$ cat config.mk
export PLATFORM = sky130hd
export DESIGN_NAME = led_sequencer
export DESIGN_NICKNAME = d
export VERILOG_FILES = /design/src/rtl/led_sequencer.sv
export SDC_FILE = /design/constraint.sdc
export NUM_CORES = 1
export LEC_CHECK = 0
export BUFFER_PORTS_ARGS = -buffer_cell sky130_fd_sc_hd__buf_2
export CAP_MARGIN = 5
export CORE_UTILIZATION = 35
export CTS_CLUSTER_DIAMETER = 40
export DETAILED_ROUTE_END_ITERATION = 6
export PLACE_DENSITY = 0.49
export SYNTH_ARGS = -nofsm -noshare
export SYNTH_HDL_FRONTEND = slang
export SYNTH_SLANG_ARGS = --single-unit
export TNS_END_PERCENT = 30
$ cat constraint.sdc
create_clock -name clk -period 6.67 [get_ports clk]
set_clock_uncertainty 0.05 [all_clocks]
set_input_delay 1.334 -clock clk [delete_from_list [all_inputs] [get_ports clk]]
set_output_delay 1.334 -clock clk [all_outputs]
set_load 0.03 [all_outputs]
$ cat src/rtl/led_sequencer.sv
// led_sequencer: peripheral that turns captured LED commands into a timed
// LED display. Captured commands go into a 4-entry queue; a small
// IDLE/LOAD/RUN controller pops them one at a time and runs each one for its
// dwell time, measured in prescaler ticks.
//
// Ports
//   clk       system clock, rising edge
//   reset     asynchronous, active-high
//   perf_en   peripheral instruction in execute
//   step      one-cycle retirement pulse of the current instruction
//   device    target device number (instr[15:11])
//   command   peripheral opcode (instr[5:0])
//   data_in   operand: [7:0] pattern, [15:8] period/duty, [23:16] dwell
//   led       registered LED drive
//   perf_bus  status word: {16'h0, busy, bad_cmd, overflow, full, empty,
//             count[2:0], led[7:0]}
module led_sequencer #(
  parameter logic [4:0] DEV_ID   = 5'd1,
  parameter int         TICK_DIV = 100000
) (
  input  logic        clk,
  input  logic        reset,
  input  logic        perf_en,
  input  logic        step,
  input  logic [4:0]  device,
  input  logic [5:0]  command,
  input  logic [31:0] data_in,
  output logic [7:0]  led,
  output logic [31:0] perf_bus
);

  localparam logic [5:0] OP_SET     = 6'h01;
  localparam logic [5:0] OP_BLINK   = 6'h02;
  localparam logic [5:0] OP_ROTL    = 6'h03;
  localparam logic [5:0] OP_PWM     = 6'h04;
  localparam logic [5:0] OP_CLEAR   = 6'h05;
  localparam logic [5:0] OP_STATCLR = 6'h06;

  localparam int              PRE_W    = $clog2(TICK_DIV);
  localparam logic [PRE_W-1:0] PRE_LAST = PRE_W'(TICK_DIV - 1);

  typedef enum logic [1:0] {IDLE, LOAD, RUN} state_t;

  // A period field of 0 behaves like 1: the last phase index is max(P,1)-1.
  function automatic logic [7:0] period_last(input logic [7:0] p);
    return (p == 8'd0) ? 8'd0 : p - 8'd1;
  endfunction

  state_t      state_q, state_d;
  logic [29:0] fifo_mem [4];
  logic [1:0]  wr_ptr_q, rd_ptr_q;
  logic [2:0]  count_q;
  logic        overflow_q, bad_cmd_q;
  logic [PRE_W-1:0] presc_q;
  logic [5:0]  op_q;
  logic [7:0]  pat_q, per_q, dwell_fld_q;
  logic [7:0]  dwell_cnt_q, phase_q;
  logic        visible_q;
  logic [3:0]  pwm_cnt_q;

  logic        capture, push, pop, push_ok, stat_clr, bad_op;
  logic        fifo_full, fifo_empty, tick;
  logic [29:0] head;

  logic unused_data;
  assign unused_data = ^data_in[31:24];

  // Capture decode
  assign capture    = perf_en && step && (device == DEV_ID);
  assign push       = capture && (command >= OP_SET) && (command <= OP_CLEAR);
  assign stat_clr   = capture && (command == OP_STATCLR);
  assign bad_op     = capture && (command > OP_STATCLR);
  assign fifo_full  = (count_q == 3'd4);
  assign fifo_empty = (count_q == 3'd0);
  assign pop        = (state_q == LOAD);
  // When full, a push only lands if the head leaves in the same cycle.
  assign push_ok    = push && (!fifo_full || pop);
  assign head       = fifo_mem[rd_ptr_q];
  assign tick       = (presc_q == PRE_LAST);

  // Command queue
  always_ff @(posedge clk) begin
    if (push_ok) fifo_mem[wr_ptr_q] <= {command, data_in[23:0]};
  end

  always_ff @(posedge clk or posedge reset) begin
    if (reset) begin
      wr_ptr_q   <= 2'd0;
      rd_ptr_q   <= 2'd0;
      count_q    <= 3'd0;
      overflow_q <= 1'b0;
      bad_cmd_q  <= 1'b0;
      presc_q    <= '0;
    end else begin
      if (push_ok) wr_ptr_q <= wr_ptr_q + 2'd1;
      if (pop)     rd_ptr_q <= rd_ptr_q + 2'd1;
      case ({push_ok, pop})
        2'b10:   count_q <= count_q + 3'd1;
        2'b01:   count_q <= count_q - 3'd1;
        default: count_q <= count_q;
      endcase
      if (stat_clr) begin
        overflow_q <= 1'b0;
        bad_cmd_q  <= 1'b0;
      end else begin
        if (push && !push_ok) overflow_q <= 1'b1;
        if (bad_op)           bad_cmd_q  <= 1'b1;
      end
      presc_q <= tick ? '0 : presc_q + 1'b1;
    end
  end

  // Sequencer control
  always_ff @(posedge clk or posedge reset) begin
    if (reset) state_q <= IDLE;
    else       state_q <= state_d;
  end

  always_comb begin
    state_d = state_q;
    case (state_q)
      IDLE: if (!fifo_empty) state_d = LOAD;
      LOAD: state_d = RUN;
      RUN:  if (!fifo_empty && ((dwell_fld_q == 8'd0) || (dwell_cnt_q == 8'd0)))
              state_d = LOAD;
      default: state_d = IDLE;
    endcase
  end

  // Active command fields
  always_ff @(posedge clk) begin
    if (state_q == LOAD) begin
      op_q        <= head[29:24];
      dwell_fld_q <= head[23:16];
      per_q       <= head[15:8];
      pat_q       <= head[7:0];
    end else if (state_q == RUN && tick && op_q == OP_ROTL &&
                 phase_q == period_last(per_q)) begin
      pat_q <= {pat_q[6:0], pat_q[7]};
    end
  end

  // LED output stage
  always_ff @(posedge clk or posedge reset) begin
    if (reset) begin
      led         <= 8'd0;
      dwell_cnt_q <= 8'd0;
      phase_q     <= 8'd0;
      visible_q   <= 1'b0;
      pwm_cnt_q   <= 4'd0;
    end else begin
      pwm_cnt_q <= pwm_cnt_q + 4'd1;
      if (state_q == LOAD) begin
        dwell_cnt_q <= head[23:16];
        phase_q     <= 8'd0;
        visible_q   <= 1'b1;
      end else if (state_q == RUN) begin
        case (op_q)
          OP_BLINK: led <= visible_q ? pat_q : 8'd0;
          OP_PWM:   led <= (pwm_cnt_q < per_q[3:0]) ? pat_q : 8'd0;
          default:  led <= pat_q;
        endcase
        if (tick) begin
          if (dwell_cnt_q != 8'd0) dwell_cnt_q <= dwell_cnt_q - 8'd1;
          if (op_q == OP_BLINK || op_q == OP_ROTL) begin
            if (phase_q == period_last(per_q)) begin
              phase_q <= 8'd0;
              if (op_q == OP_BLINK) visible_q <= ~visible_q;
            end else begin
              phase_q <= phase_q + 8'd1;
            end
          end
        end
      end
    end
  end

  assign perf_bus = {16'h0000, (state_q != IDLE), bad_cmd_q, overflow_q,
                     fifo_full, fifo_empty, count_q, led};

endmodule
==> metrics.txt <==
Row Count=58; CP cell instances=buf_2, or4b_2, nor3_1, nand4_1, a21oi_1, and2_1, buf_4; Power Density=between 400 and 500 nW/um^2; Netlist Area Pre-Place=around 9000 sq um; Via density=about 5.0; share of post-route cells with drive strength above 1=roughly a quarter; Post-Syn Instances=~600; slew of the pin with the lowest slew margin=around 1.2 ns; GR Overflow Total=0; nets=about 740; status=complete, no violations; Leak=approximately 4 nW; CTS tree=yes; Wirelength per Cell=about 17 um; clock transition at the registers of the reported paths=roughly 0.05 ns; CP Max Fanout=30; Min Clock Period, post-route=roughly 4.1 ns; postcts setup bufs=0; drt total wl=roughly 18000 um; post-route antenna net violation count=0; worst path required time=approximately 6.8 ns; GRT Overall Usage=roughly 14%; I/O pin total=87; fin crit share=between 60% and 70%; antenna violations before repair=0; Max VDD drop=approximately 0.25 mV; Post-synth ARST share=between 20% and 30%; post_cts resized=0; height of the die=162.2 um; fin util=between 40% and 50%; CTS max path bufs=3; DRC viols=0; worst relative slew slack=between 20% and 30%; H-tree lvl count=2; Startpoint Class=input pin; Vias=between 5000 and 6000; hold_buf cts=0; buffers added on ports=between 60 and 70; first-pass GRT wire length=28260 um; max cap viols=0; slowest CP cell=or4b_2; Unique masters post-synth=67; vias in the first global route=5169; TritonRoute pass-1 iters=4; initial DRC count=~290; Fmax=roughly 240 MHz; floorplan core area=between 20000 and 30000 sq um; Worst setup EP type=flip-flop; Avg Cell Area, Syn=around 15 sq um; worst stage delay on the critical path=~0.65 ns; Max Slew Vio Count=0; Num CTS Buffers=34; fillers=approximately 2300; delay-heaviest family, CP=simple AND/OR/NAND/NOR gates; Final HPWL DP=11350 um; Bufs and invs on worst path=2; chip width=around 160 um; pin count of the biggest net entering global routing=~60; RSZ-0062 raised after global routing=no; worst-skew pair later-pin latency=approximately 0.51 ns; Placer Congestion=0.7585; sequential-to-total area share from yosys stat=66.02%; Yosys warning count=0; Syn-to-layout area delta=19.12%; Antenna diodes=0; register bit total from synthesis=between 200 and 250; EDFF count, synth=150; Initial Util=a little over a third; final hold violations=0; CTS Sinks=slightly above 200; TNS Setup=0 ns; crit path DAT=4.24 ns; Root Buffer=clkbuf_16; WS Path Type=in -> reg; WHS=0.4196 ns; die area=26310 sq um; hold crit path type=reg -> reg; endpoints failing setup=0; Synth Flop Type=edfxtp_1
-- sequential cells by signal, indices dropped and copies added, names as in the netlist --
name         cells
rd_ptr_q         2
wr_ptr_q         2
state_q          2
visible_q        1
presc_q         17
overflow_q       1
dwell_fld_q      8
count_q          3
pwm_cnt_q        4
per_q            8
bad_cmd_q        1
op_q             6
led              8
pat_q            8
dwell_cnt_q      8
phase_q          8
fifo_mem       120
-- through the flow --
step	cells	total power, mW	instance area, sq um	setup slack (ns)
after floorplan	613	2.790	9040	2.513
after global placement	965	3.045	9520	2.116
after detailed placement	965	3.090	9520	2.031
after CTS	1024	4.900	10700	2.555
after global routing	1025	5.093	10700	2.378
final	1025	4.832	10700	2.521
-- cell usage in the layout (no fill, tap or decap), types with 5 or more instances in the layout --
cell type  synthesis  routed
a21oi_1           19      19
a22o_1            10      10
and2_1             5       5
and3_1             9       9
buf_2              0      63
buf_4             28       8
bufinv_16          0       5
clkbuf_16          0      35
clkinv_1           1       6
conb_1             1      16
dfrtp_1           57      55
edfxtp_1         150     150
ha_1              17      16
inv_1             19      18
mux2_2             9       9
mux4_2            30      30
nand2_1           33      33
nand2b_1           6       6
nand3_1           12      12
nand4_1            6       6
nor2_1            29      29
nor3_1            12      12
nor4_1             7       7
nor4b_1            5       5
o21ai_0           21      21
or3_1              8       8
xnor2_1           11      11
xor2_1            13      13
-- path summary, 6_finish.rpt --
path | depth (start not counted) | slack [ns] | endpoint | start
max | 7 | 2.52 | fifo_mem[2][10] | device[3]
min | 1 | 0.42 | pwm_cnt_q[0] | pwm_cnt_q[0]
max reg2reg | 9 | 3.31 | pat_q[6] | per_q[0]
min reg2reg | 1 | 0.42 | pwm_cnt_q[0] | pwm_cnt_q[0]
max in group asynchronous | 3 | 5.00 | rd_ptr_q[0] | reset
min in group asynchronous | 3 | 0.99 | phase_q[5] | reset
-- cells in the mapped netlist (3+ instances only) --
library cell / instances / area, sq um
mux2_2: 9 / 101.4
dfrtp_1: 57 / 1426
nor2_1: 29 / 108.9
xnor2_1: 11 / 96.34
nor4b_1: 5 / 43.79
and2_1: 5 / 31.28
a22o_1: 10 / 87.58
nor2b_1: 4 / 25.02
o21ai_1: 3 / 15.01
buf_4: 28 / 210.2
a21oi_1: 19 / 95.09
ha_1: 17 / 212.7
or3_1: 8 / 50.05
nor4_1: 7 / 43.79
mux4_2: 30 / 675.7
nor3b_1: 3 / 22.52
nand2b_1: 6 / 37.54
o31ai_1: 3 / 22.52
buf_6: 3 / 33.78
buf_1: 5 / 18.77
xor2_1: 13 / 113.9
nand4_1: 6 / 37.54
edfxtp_1: 150 / 4504
inv_1: 19 / 71.32
nor3_1: 12 / 60.06
a221o_1: 4 / 40.04
o21ai_0: 21 / 105.1
nand3_1: 12 / 60.06
and3_1: 9 / 56.30
clkbuf_1: 12 / 45.04
nand2_1: 33 / 123.9
-- layer usage --
metal / track usage, % / vias up / wire (um)
met5: 0 / - / 0
met4: 4.931 / 0 / 425
li1: - / 2403 / -
met1: 19.20 / 2538 / 8331
met2: 21.69 / 122 / 8107
met3: 3.677 / 37 / 853
-- cells by family after synthesis --
| kind of cell | count (synthesis) | synth area share, % |
|---|---|---|
| DFF | 207 | 66.02 |
| buffers and inverters | 68 | 4.262 |
| adders and majority gates | 18 | 2.590 |
| AOI/OAI and AO/OA | 83 | 6.170 |
| and+or+nand+nor | 155 | 9.457 |
| xor gates and xnor gates | 25 | 2.590 |
| other | 1 | 0.04174 |
| muxes | 41 | 8.872 |
-- final cells by class --
class                      instances  area, sq um  share of cell area [%]
sequential                       207         5933                   55.44
multi-input combinational        338         2729                   25.50
clock buffer                      40        924.6                   8.640
tap                              330        412.9                   3.858
timing repair buffer              71        375.4                   3.508
clock inverter                    19        251.5                   2.350
inverter                          20        75.07                  0.7015
-- worst register-to-register path, stage by stage, from the launching register on --
cell      delay, ns
edfxtp_1       0.51
inv_1          0.08
ha_1           0.25
or2b_1         0.31
nor3_4         0.10
or3_2          0.49
a32o_1         0.24
or4_4          0.51
o31ai_1        0.28
buf_4          0.22
-- where the power goes --
part | switching (mW) | internal (mW) | total [mW]
sequential | 0.219 | 1.63 | 1.85
combinational | 0.692 | 0.513 | 1.20
clock | 0.595 | 1.19 | 1.78
total | 1.51 | 3.33 | 4.83
(Power assumes the default switching activity.)
